### config.mk
export PLATFORM = sky130hd
export DESIGN_NAME = imem_access_ctrl_flat
export DESIGN_NICKNAME = d
export VERILOG_FILES = /design/src/rtl/imem_access_ctrl_pkg.sv /design/src/rtl/imem_access_ctrl_if.sv /design/src/rtl/imem_access_ctrl_packer.sv /design/src/rtl/imem_access_ctrl.sv /design/src/flat_wrapper.sv
export SDC_FILE = /design/constraint.sdc
export NUM_CORES = 1
export LEC_CHECK = 0
export CORE_ASPECT_RATIO = 0.8
export CORE_MARGIN = 4
export CORE_UTILIZATION = 23
export CTS_CLUSTER_DIAMETER = 100
export DETAILED_ROUTE_END_ITERATION = 7
export PLACE_DENSITY = 0.49
export RECOVER_POWER = 100
export SYNTH_ARGS = -nofsm -noshare
export SYNTH_HDL_FRONTEND = slang
export SYNTH_SLANG_ARGS = --single-unit
### constraint.sdc
create_clock -name i_clk -period 1.5 [get_ports i_clk]
set_input_delay 0.15 -clock i_clk [delete_from_list [all_inputs] [get_ports i_clk]]
set_output_delay 0.15 -clock i_clk [all_outputs]
set_load 0.02 [all_outputs]
### src/rtl/imem_access_ctrl_pkg.sv
// Shared types and constants for the instruction-memory access controller.
// Holds the FSM state encoding, the halt marker and the byte-packing sizes.
package imem_ctrl_pkg;

  localparam int ST_W = 3;

  typedef enum logic [ST_W-1:0] {
    ST_IDLE      = 3'd0,
    ST_LOAD      = 3'd1,
    ST_WRITE     = 3'd2,
    ST_RUN       = 3'd3,
    ST_DUMP_RD   = 3'd4,
    ST_DUMP_WAIT = 3'd5
  } state_e;

  localparam logic [31:0] HALT_WORD = 32'hFFFF_FFFF;

  localparam int DEF_NB_DATA    = 32;
  localparam int DEF_NB_BYTE    = 8;
  localparam int BYTES_PER_WORD = DEF_NB_DATA / DEF_NB_BYTE;

  function automatic int cnt_width(input int n);
    return (n <= 2) ? 1 : $clog2(n);
  endfunction

  localparam int BCNT_W = cnt_width(BYTES_PER_WORD);

endpackage

### src/rtl/imem_access_ctrl_if.sv
// Command, UART byte, CPU fetch, memory and dump signals of the controller.
// slave: controller side; master: environment (debug unit, UART, memory).
interface imem_access_ctrl_if
  import imem_ctrl_pkg::*;
#(
  parameter int NB_DATA    = 32,
  parameter int NB_ADDRESS = 4,
  parameter int NB_BYTE    = 8
);

  logic                  i_load_start;
  logic [NB_BYTE-1:0]    i_rx_byte;
  logic                  i_rx_valid;
  logic                  i_run;
  logic                  i_stop;
  logic                  i_dump_start;
  logic [NB_ADDRESS-1:0] i_cpu_r_addr;
  logic                  i_cpu_r_en;
  logic [NB_DATA-1:0]    o_cpu_r_data;
  logic                  o_mem_w_en;
  logic [NB_ADDRESS-1:0] o_mem_w_addr;
  logic [NB_DATA-1:0]    o_mem_w_data;
  logic                  o_mem_r_en;
  logic [NB_ADDRESS-1:0] o_mem_r_addr;
  logic [NB_DATA-1:0]    i_mem_r_data;
  logic [NB_DATA-1:0]    o_dump_data;
  logic                  o_dump_valid;
  logic                  i_dump_ready;
  logic                  o_load_done;
  logic [ST_W-1:0]       o_state;

  modport slave (
    input  i_load_start, i_rx_byte, i_rx_valid,
    input  i_run, i_stop, i_dump_start,
    input  i_cpu_r_addr, i_cpu_r_en,
    input  i_mem_r_data, i_dump_ready,
    output o_cpu_r_data,
    output o_mem_w_en, o_mem_w_addr, o_mem_w_data,
    output o_mem_r_en, o_mem_r_addr,
    output o_dump_data, o_dump_valid,
    output o_load_done, o_state
  );

  modport master (
    output i_load_start, i_rx_byte, i_rx_valid,
    output i_run, i_stop, i_dump_start,
    output i_cpu_r_addr, i_cpu_r_en,
    output i_mem_r_data, i_dump_ready,
    input  o_cpu_r_data,
    input  o_mem_w_en, o_mem_w_addr, o_mem_w_data,
    input  o_mem_r_en, o_mem_r_addr,
    input  o_dump_data, o_dump_valid,
    input  o_load_done, o_state
  );

endinterface

### src/rtl/imem_access_ctrl_packer.sv
// Assembles bytes MSB-first into a word; pulses o_word_ready with the last byte.
// Ports: i_byte/i_valid in, i_clear restarts, o_word is the shift register.
module byte_word_packer
  import imem_ctrl_pkg::*;
#(
  parameter int NB_DATA = 32,
  parameter int NB_BYTE = 8
) (
  input  logic               clk,
  input  logic               rst_n,
  input  logic [NB_BYTE-1:0] i_byte,
  input  logic               i_valid,
  input  logic               i_clear,
  output logic [NB_DATA-1:0] o_word,
  output logic               o_word_ready
);

  localparam int BPW = NB_DATA / NB_BYTE;
  localparam int CW  = cnt_width(BPW);
  localparam logic [CW-1:0] LAST = CW'(BPW - 1);

  logic [NB_DATA-1:0] word_q, word_d;
  logic [CW-1:0]      cnt_q, cnt_d;
  logic               last;

  assign last = (cnt_q == LAST);

  always_comb begin
    word_d = word_q;
    cnt_d  = cnt_q;
    if (i_clear) begin
      word_d = '0;
      cnt_d  = '0;
    end else if (i_valid) begin
      word_d = {word_q[NB_DATA-NB_BYTE-1:0], i_byte};
      cnt_d  = last ? '0 : cnt_q + 1'b1;
    end
  end

  always_ff @(posedge clk or negedge rst_n) begin
    if (!rst_n) begin
      word_q <= '0;
      cnt_q  <= '0;
    end else begin
      word_q <= word_d;
      cnt_q  <= cnt_d;
    end
  end

  assign o_word       = word_q;
  assign o_word_ready = i_valid && !i_clear && last;

endmodule

### src/rtl/imem_access_ctrl.sv
// Time-shares instruction memory between loader, CPU fetch and debug dump.
// Ports: i_clk, i_rst_n, bus (slave). Option: LOAD_HALT_DETECT_EN.
module imem_access_ctrl
  import imem_ctrl_pkg::*;
#(
  parameter int NB_DATA    = 32,
  parameter int NB_ADDRESS = 4,
  parameter int NB_BYTE    = 8
) (
  input  logic            i_clk,
  input  logic            i_rst_n,
  imem_access_ctrl_if.slave bus
);

  localparam logic [NB_ADDRESS-1:0] LAST_ADDR = '1;

  state_e                state_q, state_d;
  logic [NB_ADDRESS-1:0] waddr_q, waddr_d;
  logic [NB_ADDRESS-1:0] raddr_q, raddr_d;
  logic [NB_DATA-1:0]    ddata_q, ddata_d;
  logic                  dvalid_q, dvalid_d;
  logic                  done_q, done_d;

  logic                  pk_valid;
  logic                  pk_clear;
  logic [NB_DATA-1:0]    pk_word;
  logic                  pk_ready;
  logic                  halt;

  logic                  w_en;
  logic [NB_ADDRESS-1:0] w_addr;
  logic [NB_DATA-1:0]    w_data;
  logic                  r_en;
  logic [NB_ADDRESS-1:0] r_addr;

  byte_word_packer #(
    .NB_DATA (NB_DATA),
    .NB_BYTE (NB_BYTE)
  ) u_packer (
    .clk          (i_clk),
    .rst_n        (i_rst_n),
    .i_byte       (bus.i_rx_byte),
    .i_valid      (pk_valid),
    .i_clear      (pk_clear),
    .o_word       (pk_word),
    .o_word_ready (pk_ready)
  );

`ifdef LOAD_HALT_DETECT_EN
  localparam logic [NB_DATA-1:0] HALT =
    NB_DATA'(HALT_WORD);
  assign halt = (pk_word == HALT);
`else
  assign halt = 1'b0;
`endif

  always_comb begin
    state_d  = state_q;
    waddr_d  = waddr_q;
    raddr_d  = raddr_q;
    ddata_d  = ddata_q;
    dvalid_d = dvalid_q;
    done_d   = 1'b0;
    pk_valid = 1'b0;
    pk_clear = 1'b0;
    w_en     = 1'b0;
    w_addr   = '0;
    w_data   = '0;
    r_en     = 1'b0;
    r_addr   = '0;
    unique case (state_q)
      ST_IDLE: begin
        if (bus.i_load_start) begin
          state_d  = ST_LOAD;
          waddr_d  = '0;
          pk_clear = 1'b1;
        end else if (bus.i_dump_start) begin
          state_d = ST_DUMP_RD;
          raddr_d = '0;
        end else if (bus.i_run) begin
          state_d = ST_RUN;
        end
      end
      ST_LOAD: begin
        pk_valid = bus.i_rx_valid;
        if (pk_ready) state_d = ST_WRITE;
      end
      ST_WRITE: begin
        // The byte counter has already wrapped, so a byte
        // arriving now becomes byte 0 of the next word.
        pk_valid = bus.i_rx_valid;
        w_en     = 1'b1;
        w_addr   = waddr_q;
        w_data   = pk_word;
        if (waddr_q == LAST_ADDR || halt) begin
          done_d  = 1'b1;
          state_d = ST_IDLE;
        end else begin
          waddr_d = waddr_q + 1'b1;
          state_d = ST_LOAD;
        end
      end
      ST_RUN: begin
        r_en   = bus.i_cpu_r_en;
        r_addr = bus.i_cpu_r_addr;
        if (bus.i_stop) state_d = ST_IDLE;
      end
      ST_DUMP_RD: begin
        r_en    = 1'b1;
        r_addr  = raddr_q;
        state_d = ST_DUMP_WAIT;
      end
      ST_DUMP_WAIT: begin
        if (!dvalid_q) begin
          ddata_d  = bus.i_mem_r_data;
          dvalid_d = 1'b1;
        end else if (bus.i_dump_ready) begin
          dvalid_d = 1'b0;
          if (raddr_q == LAST_ADDR) begin
            state_d = ST_IDLE;
          end else begin
            raddr_d = raddr_q + 1'b1;
            state_d = ST_DUMP_RD;
          end
        end
      end
      default: state_d = ST_IDLE;
    endcase
  end

  always_ff @(posedge i_clk or negedge i_rst_n) begin
    if (!i_rst_n) begin
      state_q  <= ST_IDLE;
      waddr_q  <= '0;
      raddr_q  <= '0;
      ddata_q  <= '0;
      dvalid_q <= 1'b0;
      done_q   <= 1'b0;
    end else begin
      state_q  <= state_d;
      waddr_q  <= waddr_d;
      raddr_q  <= raddr_d;
      ddata_q  <= ddata_d;
      dvalid_q <= dvalid_d;
      done_q   <= done_d;
    end
  end

  assign bus.o_cpu_r_data = bus.i_mem_r_data;
  assign bus.o_mem_w_en   = w_en;
  assign bus.o_mem_w_addr = w_addr;
  assign bus.o_mem_w_data = w_data;
  assign bus.o_mem_r_en   = r_en;
  assign bus.o_mem_r_addr = r_addr;
  assign bus.o_dump_data  = ddata_q;
  assign bus.o_dump_valid = dvalid_q;
  assign bus.o_load_done  = done_q;
  assign bus.o_state      = state_q;

endmodule

### src/flat_wrapper.sv
// flat-port wrapper written by rule: the top's interface ports become plain ports
module imem_access_ctrl_flat import imem_ctrl_pkg::*;
#(
  parameter int NB_DATA    = 32,
  parameter int NB_ADDRESS = 4,
  parameter int NB_BYTE    = 8
)
  (i_clk, i_rst_n, bus_i_load_start, bus_i_rx_byte, bus_i_rx_valid, bus_i_run, bus_i_stop, bus_i_dump_start, bus_i_cpu_r_addr, bus_i_cpu_r_en, bus_i_mem_r_data, bus_i_dump_ready, bus_o_cpu_r_data, bus_o_mem_w_en, bus_o_mem_w_addr, bus_o_mem_w_data, bus_o_mem_r_en, bus_o_mem_r_addr, bus_o_dump_data, bus_o_dump_valid, bus_o_load_done, bus_o_state);
  imem_access_ctrl_if #(.NB_DATA(NB_DATA), .NB_ADDRESS(NB_ADDRESS), .NB_BYTE(NB_BYTE)) bus_i ();
  input  logic i_clk;
  input  logic i_rst_n;
  input wire logic [$bits(bus_i.i_load_start)-1:0] bus_i_load_start;
  input wire logic [$bits(bus_i.i_rx_byte)-1:0] bus_i_rx_byte;
  input wire logic [$bits(bus_i.i_rx_valid)-1:0] bus_i_rx_valid;
  input wire logic [$bits(bus_i.i_run)-1:0] bus_i_run;
  input wire logic [$bits(bus_i.i_stop)-1:0] bus_i_stop;
  input wire logic [$bits(bus_i.i_dump_start)-1:0] bus_i_dump_start;
  input wire logic [$bits(bus_i.i_cpu_r_addr)-1:0] bus_i_cpu_r_addr;
  input wire logic [$bits(bus_i.i_cpu_r_en)-1:0] bus_i_cpu_r_en;
  input wire logic [$bits(bus_i.i_mem_r_data)-1:0] bus_i_mem_r_data;
  input wire logic [$bits(bus_i.i_dump_ready)-1:0] bus_i_dump_ready;
  output wire logic [$bits(bus_i.o_cpu_r_data)-1:0] bus_o_cpu_r_data;
  output wire logic [$bits(bus_i.o_mem_w_en)-1:0] bus_o_mem_w_en;
  output wire logic [$bits(bus_i.o_mem_w_addr)-1:0] bus_o_mem_w_addr;
  output wire logic [$bits(bus_i.o_mem_w_data)-1:0] bus_o_mem_w_data;
  output wire logic [$bits(bus_i.o_mem_r_en)-1:0] bus_o_mem_r_en;
  output wire logic [$bits(bus_i.o_mem_r_addr)-1:0] bus_o_mem_r_addr;
  output wire logic [$bits(bus_i.o_dump_data)-1:0] bus_o_dump_data;
  output wire logic [$bits(bus_i.o_dump_valid)-1:0] bus_o_dump_valid;
  output wire logic [$bits(bus_i.o_load_done)-1:0] bus_o_load_done;
  output wire logic [$bits(bus_i.o_state)-1:0] bus_o_state;
  assign bus_i.i_load_start = bus_i_load_start;
  assign bus_i.i_rx_byte = bus_i_rx_byte;
  assign bus_i.i_rx_valid = bus_i_rx_valid;
  assign bus_i.i_run = bus_i_run;
  assign bus_i.i_stop = bus_i_stop;
  assign bus_i.i_dump_start = bus_i_dump_start;
  assign bus_i.i_cpu_r_addr = bus_i_cpu_r_addr;
  assign bus_i.i_cpu_r_en = bus_i_cpu_r_en;
  assign bus_i.i_mem_r_data = bus_i_mem_r_data;
  assign bus_i.i_dump_ready = bus_i_dump_ready;
  assign bus_o_cpu_r_data = bus_i.o_cpu_r_data;
  assign bus_o_mem_w_en = bus_i.o_mem_w_en;
  assign bus_o_mem_w_addr = bus_i.o_mem_w_addr;
  assign bus_o_mem_w_data = bus_i.o_mem_w_data;
  assign bus_o_mem_r_en = bus_i.o_mem_r_en;
  assign bus_o_mem_r_addr = bus_i.o_mem_r_addr;
  assign bus_o_dump_data = bus_i.o_dump_data;
  assign bus_o_dump_valid = bus_i.o_dump_valid;
  assign bus_o_load_done = bus_i.o_load_done;
  assign bus_o_state = bus_i.o_state;
  imem_access_ctrl #(.NB_DATA(NB_DATA), .NB_ADDRESS(NB_ADDRESS), .NB_BYTE(NB_BYTE)) u_core (.i_clk(i_clk), .i_rst_n(i_rst_n), .bus(bus_i));
endmodule
==> summary.md <==
| Metric | Value |
|---|---|
| Detailed Route Iter0 Violations | `108` |
| Met2 usage | `0.204` |
| Vias | `3093` |
| Global route total overflow | `0` |
| Worst Setup End Kind | `primary output` |
| CP Cell Sequence | `nor3b_4, buf_6, buf_8, and2_4, buf_6` |
| PwrDens | `1860 nW/um^2` |
| Final wirelength | `11800 um` |
| Die area | `18300 um^2` |
| Reg2Reg Setup Slack | `-0.16 ns` |
| Core ar. | `15900 um^2` |
| Number of global-route vias before repair | `3156` |
| Via-to-Cell Ratio | `4.31` |
| CTS tree | `yes` |
| CTS sink cnt | `79` |
| Max Buffers Root-to-Sink | `2` |
| Unrepaired setup endpoints after global routing | `true` |
| Status | `complete, but fails checks` |
| Antenna Nets Post-Route | `0` |
| I/O Buffers | `163` |
| Crit Path Class | `register to primary output` |
| Hold Path Sink | `u_core.u_packer.o_word[2]$_DFFE_PN0P_` |
| Static leakage | `0.00300 uW` |
| Worst path slowest cell | `dfrtp_2` |
| Yosys reg bits | `79` |
| Synth Warn # | `0` |
| Placed instance area | `5710 um^2` |
| Largest net degree at the start of global routing | `49` |
| Crit share post-route | `1.11` |
| Worst-Skew Late Latency | `0.34 ns` |
| Worst vdd rail ir drop | `0.000566 V` |
| Gr busiest metal | `met2` |
| CP dominant cell by count | `buf_6` |
| Top Family by Delay on Critical Path | `flip-flops` |
| GR Layer Usage met3 | `0.0405` |
| Met1 Usage GRT | `0.167` |
| FMAX | `599 MHz` |
| Post-synth top cells | `dfrtp_1, a22o_1, and2_1, buf_4, mux2_2` |
| Min-Delay Startpoint | `bus_i_rx_byte[2]` |
| Die W | `150 um` |
| Area leader, netlist | `dfrtp_1` |
| Max-Cap Viols | `0` |
| Final min period | `1.67 ns` |
| Overall Global Routing Usage | `0.128` |
| PnR Total Power | `12400 uW` |
| Ys flop type | `dfrtp_1` |
| Final number of hold-violating endpoints | `0` |
| Final estimated routing congestion in global placement | `0.748` |
| Failing checks | `setup timing` |
| Per-cell routed wire length | `16.5 um` |
| Setup ws final | `-0.170 ns` |
| Min-Delay Path Class | `input pin to register` |
| FF-to-FF path depth | `7` |
| Core Util, Final | `0.419` |
| Io pins | `164` |
| Worst r2r src | `u_core.bus.o_state[2]$_DFFE_PN0P_` |
| Bufs and invs on worst path | `3` |
| CP required | `1.35 ns` |
| Max-slew violation count | `0` |
| First-pass GRT wire length | `17900 um` |
| Layout cells sized above 1 | `0.432` |
| Gate Count Post-Synth | `312` |
| Die H | `122 um` |
| CP startpoint kind | `register` |
| Fin nets | `553` |
| H-tree depth | `3` |
| Most common cell in the netlist | `dfrtp_1` |
| Syn nets | `368` |
| Final setup vio count | `113` |
| Hold Path Depth | `2` |
| Slew of the pin with the lowest slew margin | `0.846 ns` |
| Number of flops mapped to enable cells by yosys | `0` |
| Synth area leaders | `dfrtp_1, mux2_2, a22o_1` |
| Post-route setup TNS | `-13.33 ns` |
| Root Buffer | `clkbuf_16` |
| CP max stage delay | `0.42 ns` |
| Diodes inserted | `0` |
| Post-DP HPWL | `7480 um` |
| Synth unique cells | `44` |
| Post-synth ARST share | `1.00` |
| Top cell type's share of synthesized area | `0.530` |
| CP Max Fanout | `10` |
| Crit path arrival time | `1.52 ns` |
| Final instance area | `6640 um^2` |
| Avg Synthesized Cell Area | `12.0 um^2` |
| Starting Density | `0.235` |
| Core Rows | `41` |
| Reg clk slew, reported paths | `0.06 ns` |
| CTS buffer count | `9` |
| Initial antenna violation count | `0` |
| P&R area growth vs syn | `77.8%` |
| Post-synthesis sequential area ratio | `0.530` |
| Post-Syn Area | `3730 um^2` |
| Clock Skew | `0.00651 ns` |
| # DRC | `0` |
| Drt first pass iters | `4` |
| Slew headroom | `0.436` |
| RR Endpoint | `u_core.bus.o_dump_data[8]$_DFFE_PN0P_` |
cell type report:
class	instances	area (um^2)
Clock buffer	10	229
Tap cell	215	269
Inverter	3	17.5
Multi-Input combinational cell	180	1730
Clock inverter	6	37.5
Timing Repair Buffer	224	2370
Sequential cell	79	1980
Fill cell	1486	9210
flip-flops by register name, summed over array words and instances, names as in the netlist:
signal	cells
u_core.bus.o_dump_data	32
u_core.bus.o_dump_valid	1
u_core.bus.o_load_done	1
u_core.bus.o_state	3
u_core.raddr_q	4
u_core.u_packer.cnt_q	2
u_core.u_packer.o_word	32
u_core.waddr_q	4
per-stage QoR:
stage / hold WS (ns) / worst slack [ns] / std cells
after floorplan: -0.146 / -0.0532 / 312
after global placement: 0.150 / -0.323 / 670
after detailed placement: 0.140 / -0.335 / 670
after CTS: 0.327 / -0.259 / 716
after global routing: 0.417 / -0.242 / 717
final: 0.419 / -0.170 / 717
worst max path at each step:
stage,startpoint,endpoint,slack [ns],cells past startpoint
after floorplan,u_core.bus.o_state[1]$_DFFE_PN0P_,u_core.raddr_q[0]$_DFFE_PN0P_,-0.05,5
after global placement,u_core.bus.o_state[2]$_DFFE_PN0P_,bus_o_mem_w_data[31],-0.32,4
after detailed placement,u_core.bus.o_state[0]$_DFFE_PN0P_,bus_o_mem_r_addr[0],-0.33,4
after CTS,u_core.bus.o_state[0]$_DFFE_PN0P_,bus_o_mem_w_data[10],-0.26,5
after global routing,u_core.bus.o_state[2]$_DFFE_PN0P_,u_core.bus.o_dump_data[8]$_DFFE_PN0P_,-0.24,7
final,u_core.bus.o_state[2]$_DFFE_PN0P_,bus_o_mem_w_addr[2],-0.17,5
routing by layer:
metal / vias to the layer above / share of wire
met5: - / 0
met4: 0 / 0.011
met3: 10 / 0.082
met2: 129 / 0.48
met1: 1487 / 0.43
li1: 1467 / -
layout by cell type (no fill, tap or decap), drive strengths merged, types with 4 or more instances in the layout:
cell           netlist  layout
nand3                4       4
and2                39      39
clkdlybuf4s50        0     106
a22o                39      39
clkinvlp             0       4
nor2                 9       9
dfrtp               79      79
mux2                33      33
and3                 4       4
buf                 43     103
nor3                 4       4
clkbuf               7      23
o21ai                4       4
nand2               11      11
a21oi                4       4
timing repair:
action	CTS	global route
gates cloned	11	1
buffers inserted	18	8
hold buffers	1	0
endpoints found under the hold margin	79	0
setup endpoints to repair	119	129
resized for setup	323	57
pin swaps	24	32
cells by family (layout without fill, tap and decap cells):
logic type,Yosys count,count (layout),share of synthesized area
DFF,79,79,0.530
buffers and inverters,53,243,0.0935
adders and majority gates,3,3,0.0101
xor gates and xnor gates,4,4,0.00939
AOI/OAI and AO/OA,58,58,0.127
muxes,34,34,0.102
and+or+nand+nor,81,81,0.128
power breakdown:
| part | internal [uW] | switching (uW) |
|---|---|---|
| Clock | 1110 | 868 |
| Combinational | 3740 | 2820 |
| Sequential | 3100 | 718 |
| Total | 7960 | 4410 |
worst reg2reg max path, cell delays in order, from the launching register on:
cell and delay, ns:
dfrtp_2 0.38, buf_4 0.15, buf_8 0.15, nand3b_4 0.10, nor2_4 0.17, buf_12 0.15, buf_16 0.14, mux2_4 0.30
Note: power is estimated with default switching activity, not from simulation.
